<file path="config.mk">
export PLATFORM = sky130hd
export DESIGN_NAME = count_sched
export DESIGN_NICKNAME = d
export VERILOG_FILES = /design/src/rtl/count_sched_pkg.sv /design/src/rtl/rr_arbiter.sv /design/src/rtl/count_sched.sv
export SDC_FILE = /design/constraint.sdc
export NUM_CORES = 1
export LEC_CHECK = 0
export BUFFER_PORTS_ARGS = -buffer_cell sky130_fd_sc_hd__buf_2
export CORE_MARGIN = 4
export CORE_UTILIZATION = 49
export DETAILED_ROUTE_END_ITERATION = 8
export PLACE_DENSITY = 0.76
export SETUP_SLACK_MARGIN = 0.02
export SLEW_MARGIN = 25
export SYNTH_ARGS = -nofsm -noshare
export SYNTH_HDL_FRONTEND = slang
export SYNTH_SLANG_ARGS = --single-unit
</file>
<file path="constraint.sdc">
create_clock -name Clk -period 2.1 [get_ports Clk]
set_input_delay 0.105 -clock Clk [delete_from_list [all_inputs] [get_ports Clk]]
set_output_delay 0.105 -clock Clk [all_outputs]
set_load 0.01 [all_outputs]
</file>
<file path="src/rtl/count_sched_pkg.sv">
// Shared types and constants for the count_sched scheduler.
// Latency: n/a (declarations only).
// Backpressure: n/a.
package count_sched_pkg;

  typedef enum logic [1:0] {
    IDLE   = 2'd0,
    ISSUE0 = 2'd1,
    ISSUE1 = 2'd2,
    CLEAR  = 2'd3
  } state_t;

  // Counter channel select values driven on CntSlt.
  localparam logic CH0 = 1'b0;
  localparam logic CH1 = 1'b1;

  // Strobes per channel-1 transaction; must match the counter's prescale.
  localparam int BEATS1_DEFAULT = 4;

endpackage

</file>
<file path="src/rtl/rr_arbiter.sv">
// Round-robin pick: first set Req bit at or after ptr, wrapping.
// Latency: purely combinational.
// Backpressure: none; caller decides when the grant is taken.
// Ports: Req (N request bits), ptr (search start), Valid (any Req set),
//        GrantId (index of winner, 0 when Valid=0).
module rr_arbiter #(
  parameter int N = 4
) (
  input  logic [N-1:0]         Req,
  input  logic [$clog2(N)-1:0] ptr,
  output logic                 Valid,
  output logic [$clog2(N)-1:0] GrantId
);

  localparam int GW = $clog2(N);

  // Scan offsets from the farthest to the nearest so the nearest set bit
  // (lowest offset from ptr) is the last write and therefore wins.
  always_comb begin
    Valid   = 1'b0;
    GrantId = '0;
    for (int i = N - 1; i >= 0; i--) begin
      if (Req[(int'(ptr) + i) % N]) begin
        Valid   = 1'b1;
        GrantId = GW'((int'(ptr) + i) % N);
      end
    end
  end

endmodule

</file>
<file path="src/rtl/count_sched.sv">
// Round-robin scheduler serialising N requesters onto one dual-channel counter.
// Latency: Req seen in IDLE cycle t -> first CntEn at t+1; ch0 2 cycles, ch1 1+BEATS1.
// Backpressure: Req/ClrReq are held levels until Ack/ClrAck; only arbitrated in IDLE.
// Ports: Clk, Reset (sync, active-high); Req/Sel per requester; Ack one-hot;
//        ClrReq/ClrAck clear handshake; CntEn/CntSlt/CntRst counter controls;
//        Busy (non-IDLE), GrantId (current grantee, 0 when idle). All outputs registered.
module count_sched
  import count_sched_pkg::*;
#(
  parameter int N      = 4,
  parameter int BEATS1 = BEATS1_DEFAULT
) (
  input  logic                 Clk,
  input  logic                 Reset,
  input  logic [N-1:0]         Req,
  input  logic [N-1:0]         Sel,
  output logic [N-1:0]         Ack,
  input  logic                 ClrReq,
  output logic                 ClrAck,
  output logic                 CntEn,
  output logic                 CntSlt,
  output logic                 CntRst,
  output logic                 Busy,
  output logic [$clog2(N)-1:0] GrantId
);

  localparam int             GW        = $clog2(N);
  localparam int             BW        = (BEATS1 > 1) ? $clog2(BEATS1) : 1;
  localparam logic [BW-1:0]  LAST_BEAT = BW'(BEATS1 - 1);

  state_t          state, state_nxt;
  logic [GW-1:0]   ptr, ptr_nxt;
  logic [GW-1:0]   gid_nxt;
  logic [BW-1:0]   beat, beat_nxt;
  logic            arb_vld;
  logic [GW-1:0]   arb_id;

  logic [N-1:0]    ack_nxt;
  logic            clr_ack_nxt, cnt_en_nxt, cnt_slt_nxt, cnt_rst_nxt, busy_nxt;

  rr_arbiter #(.N(N)) u_arb (
    .Req     (Req),
    .ptr     (ptr),
    .Valid   (arb_vld),
    .GrantId (arb_id)
  );

  // State and output registers. Outputs are decoded from the next state so
  // they line up with the state they describe without a combinational path.
  always_ff @(posedge Clk) begin
    if (Reset) begin
      state   <= IDLE;
      ptr     <= '0;
      beat    <= '0;
      GrantId <= '0;
      Ack     <= '0;
      ClrAck  <= 1'b0;
      CntEn   <= 1'b0;
      CntSlt  <= 1'b0;
      CntRst  <= 1'b0;
      Busy    <= 1'b0;
    end else begin
      state   <= state_nxt;
      ptr     <= ptr_nxt;
      beat    <= beat_nxt;
      GrantId <= gid_nxt;
      Ack     <= ack_nxt;
      ClrAck  <= clr_ack_nxt;
      CntEn   <= cnt_en_nxt;
      CntSlt  <= cnt_slt_nxt;
      CntRst  <= cnt_rst_nxt;
      Busy    <= busy_nxt;
    end
  end

  // Next-state logic. A channel-1 grant runs all BEATS1 beats regardless of
  // Req/Sel so nothing can split the counter's prescale phase.
  always_comb begin
    state_nxt = state;
    ptr_nxt   = ptr;
    gid_nxt   = GrantId;
    beat_nxt  = beat;
    case (state)
      IDLE: begin
        gid_nxt  = '0;
        beat_nxt = '0;
        if (ClrReq) begin
          state_nxt = CLEAR;
        end else if (arb_vld) begin
          gid_nxt   = arb_id;
          state_nxt = (Sel[arb_id] == CH1) ? ISSUE1 : ISSUE0;
          ptr_nxt   = (arb_id == GW'(N - 1)) ? '0 : arb_id + 1'b1;
        end
      end
      ISSUE0: begin
        state_nxt = IDLE;
        gid_nxt   = '0;
      end
      ISSUE1: begin
        if (beat == LAST_BEAT) begin
          state_nxt = IDLE;
          gid_nxt   = '0;
          beat_nxt  = '0;
        end else begin
          beat_nxt = beat + 1'b1;
        end
      end
      CLEAR: begin
        state_nxt = IDLE;
      end
      default: begin
        state_nxt = IDLE;
      end
    endcase
  end

  // Output decode of the next state; Ack lands on the final issue cycle.
  always_comb begin
    ack_nxt = '0;
    if (state_nxt == ISSUE0 || (state_nxt == ISSUE1 && beat_nxt == LAST_BEAT)) begin
      ack_nxt[gid_nxt] = 1'b1;
    end
    cnt_en_nxt  = (state_nxt == ISSUE0) || (state_nxt == ISSUE1);
    cnt_slt_nxt = (state_nxt == ISSUE1) ? CH1 : CH0;
    cnt_rst_nxt = (state_nxt == CLEAR);
    clr_ack_nxt = (state_nxt == CLEAR);
    busy_nxt    = (state_nxt != IDLE);
  end

endmodule
</file>
==> results.ini <==
[run_status]
status=completed

[yosys]
seq_area_frac_synth_pct=42.1
yosys_register_bits=16
avgSynthCellArea_um2=9.63
synthCells=79
synth_nets=92
synth_area_leaders=dfxtp_1, a21oi_1, nor2_1
yosys.cell_types.count=36
yosys.area.top_type=dfxtp_1
synth_top_area_share_pct=42.1
synth-edff-count=0
netlist_top_cells_count=dfxtp_1, a21oi_1, nor2_1
synthArstFlopShare_pct=0
synth.most_common_cell=dfxtp_1
synth_area_um2=761
ys_warn_count=0
synthFlopType=dfxtp_1

[critical_path]
path_class=flop to flop
path_cells=mux2i_1, nor2_1, a311oi_4, a22o_4, inv_2, a2111oi_2
start_kind=flop
cp-end-kind=flop
slowest_delay_ns=0.51
slowest_stage=dfxtp_1
critPathMaxFanout=6
critPathTopFamily=compound AO/OA/AOI/OAI gates
worstPathArrival_ns=2.07
crit_buf_inv=1
worstPathRequired_ns=2.28

[route]
drc=0
post_drt_wl_per_cell_um=13.1
postRouteAntennaNets=0
drt_iter0_markers=10
via_count=625
viasPerCell=5.39
drt-total-wl_um=1520
dr.pass1.iters=4

[clock_network]
cts_buffer_depth=2
ctsHoldBuffers=0
cts-root-buf=clkbuf_4
htree_levels=1
cts-buffers-inserted=3
cts_setup_buffers=0
cts_tree=done
clk_pin_slew_ns=0.08
cts.sinks=16
cts_resized=0
clock_latency_ns=0.27

[power]
net-switching-power_mw=0.351
swShare_pct=37.0
powerDensity_nw_per_um2=1050
p_leak_nw=0.404
clkPwrFrac_pct=15.6
p_int_mw=0.598
combPwrFrac_pct=40.2
seq_power_share_pct=44.1
peakVddDrop_v=0.000517

[grt]
use_met3_pct=7.66
grtUsageMet1_pct=18.1
grt_util_met2_pct=27.5
grt_usage_pct=16.3
grt_pass1_vias=612
top_usage_layer=met2
grt_pass1_wl_um=2510
antenna_found_initial=0
grt-ovfl-total=0
grt_max_degree=17

[final_layout]
stdcell_area_um2=903
syn_to_final_growth_pct=18.7
nets=116
drive_gt1_share_pct=34.7
diodes=0

[sta]
slew_headroom_pct=63.7
tightest_slew_ns=0.539
rsz0062_at_grt=no
slew_viol_final=0
setup_violations=0
fin_crit_sh_pct=89.8
fmax_ghz=0.530
hold_viol_final=0
finalClockSkew_ns=0.000513
tns_ns=0
post-route-min-period_ns=1.89

[worst_hold_path]
hold_path.class=input pin to flop

[floorplan]
design.core.area_um2=1380
dieArea_um2=2250
initial_core_util_pct=55.0
fp.dieH_um=47.4
io_pins=22
die_x_um=47.4
rows=13

[placed_design]
dp_hpwl_um=1240
placed_area_um2=870
gp_congestion=0.821
io_buffers=21

[flow_run]
drv_cap=0

[layer usage]
layer  vias to the layer above  routed length, µm
li1                        328                  -
met1                       283                632
met2                        12                787
met3                         2                 92
met4                         0                  9
met5                         -                  0
[flip-flops by register name, indices dropped and copies added (netlist names)]
signal   count
Ack          4
GrantId      2
beat         2
ptr          2
state        2
Busy         1
CntEn        1
CntRst       1
CntSlt       1
[layout make-up]
class	count	area (µm²)
clock buffer	3	22.5
fill	123	479
inverter	4	15.0
multi-input combinational	56	414
sequential	16	320
tap	15	18.8
timing repair buffer	22	113
[path summary, 6_finish.rpt]
check | slack (ns) | to | startpoint | depth (start not counted)
hold reg to reg | 0.51 | beat[1]$_SDFF_PP0_ | beat[1]$_SDFF_PP0_ | 2
setup reg to reg | 0.21 | Ack[3]$_SDFF_PP0_ | ptr[1]$_SDFFE_PP0P_ | 6
hold / removal | 0.14 | CntRst$_SDFF_PP0_ | ClrReq | 2
setup / recovery | 0.21 | Ack[3]$_SDFF_PP0_ | ptr[1]$_SDFFE_PP0P_ | 6
[metrics by stage]
step                power, mW  hold WS [ns]  setup WS, ns  util, %  std cells
CTS                     0.951         0.135         0.179     64.5        116
floorplan               0.699         0.174         0.353        -         79
global placement        0.787         0.429         0.263     62.9        113
finish                  0.949         0.139         0.213     65.3        116
detailed placement      0.799         0.434         0.209     62.9        113
global route             1.02         0.132        0.0629     65.3        116
[layout by cell type (no fill, tap or decap), drive strengths merged, types with 2 or more instances in the layout]
master / n
buf: 22
ha: 2
nor4b: 2
a21oi: 10
inv: 4
nor2: 9
a21boi: 2
dfxtp: 16
nor3: 2
nor4: 3
o21ai: 2
mux2i: 3
clkbuf: 3
nand2: 4
a22oi: 2
nor2b: 2
[power groups by stage]
stage	clock (mW)	combinational (mW)	sequential, mW
floorplan	0	0.266	0.433
global placement	0	0.365	0.422
detailed placement	0	0.374	0.425
CTS	0.157	0.376	0.418
global route	0.167	0.424	0.427
finish	0.148	0.382	0.419
[logic make-up (layout without fill, tap and decap cells)]
group,after synthesis,after routing,share of synthesized area (%)
compound gates,22,22,24.2
flops,16,16,42.1
simple gates,28,28,20.1
fa+ha+maj,2,2,3.29
buf+inv,7,29,4.93
mux,4,4,5.43
(Power assumes the default switching activity.)
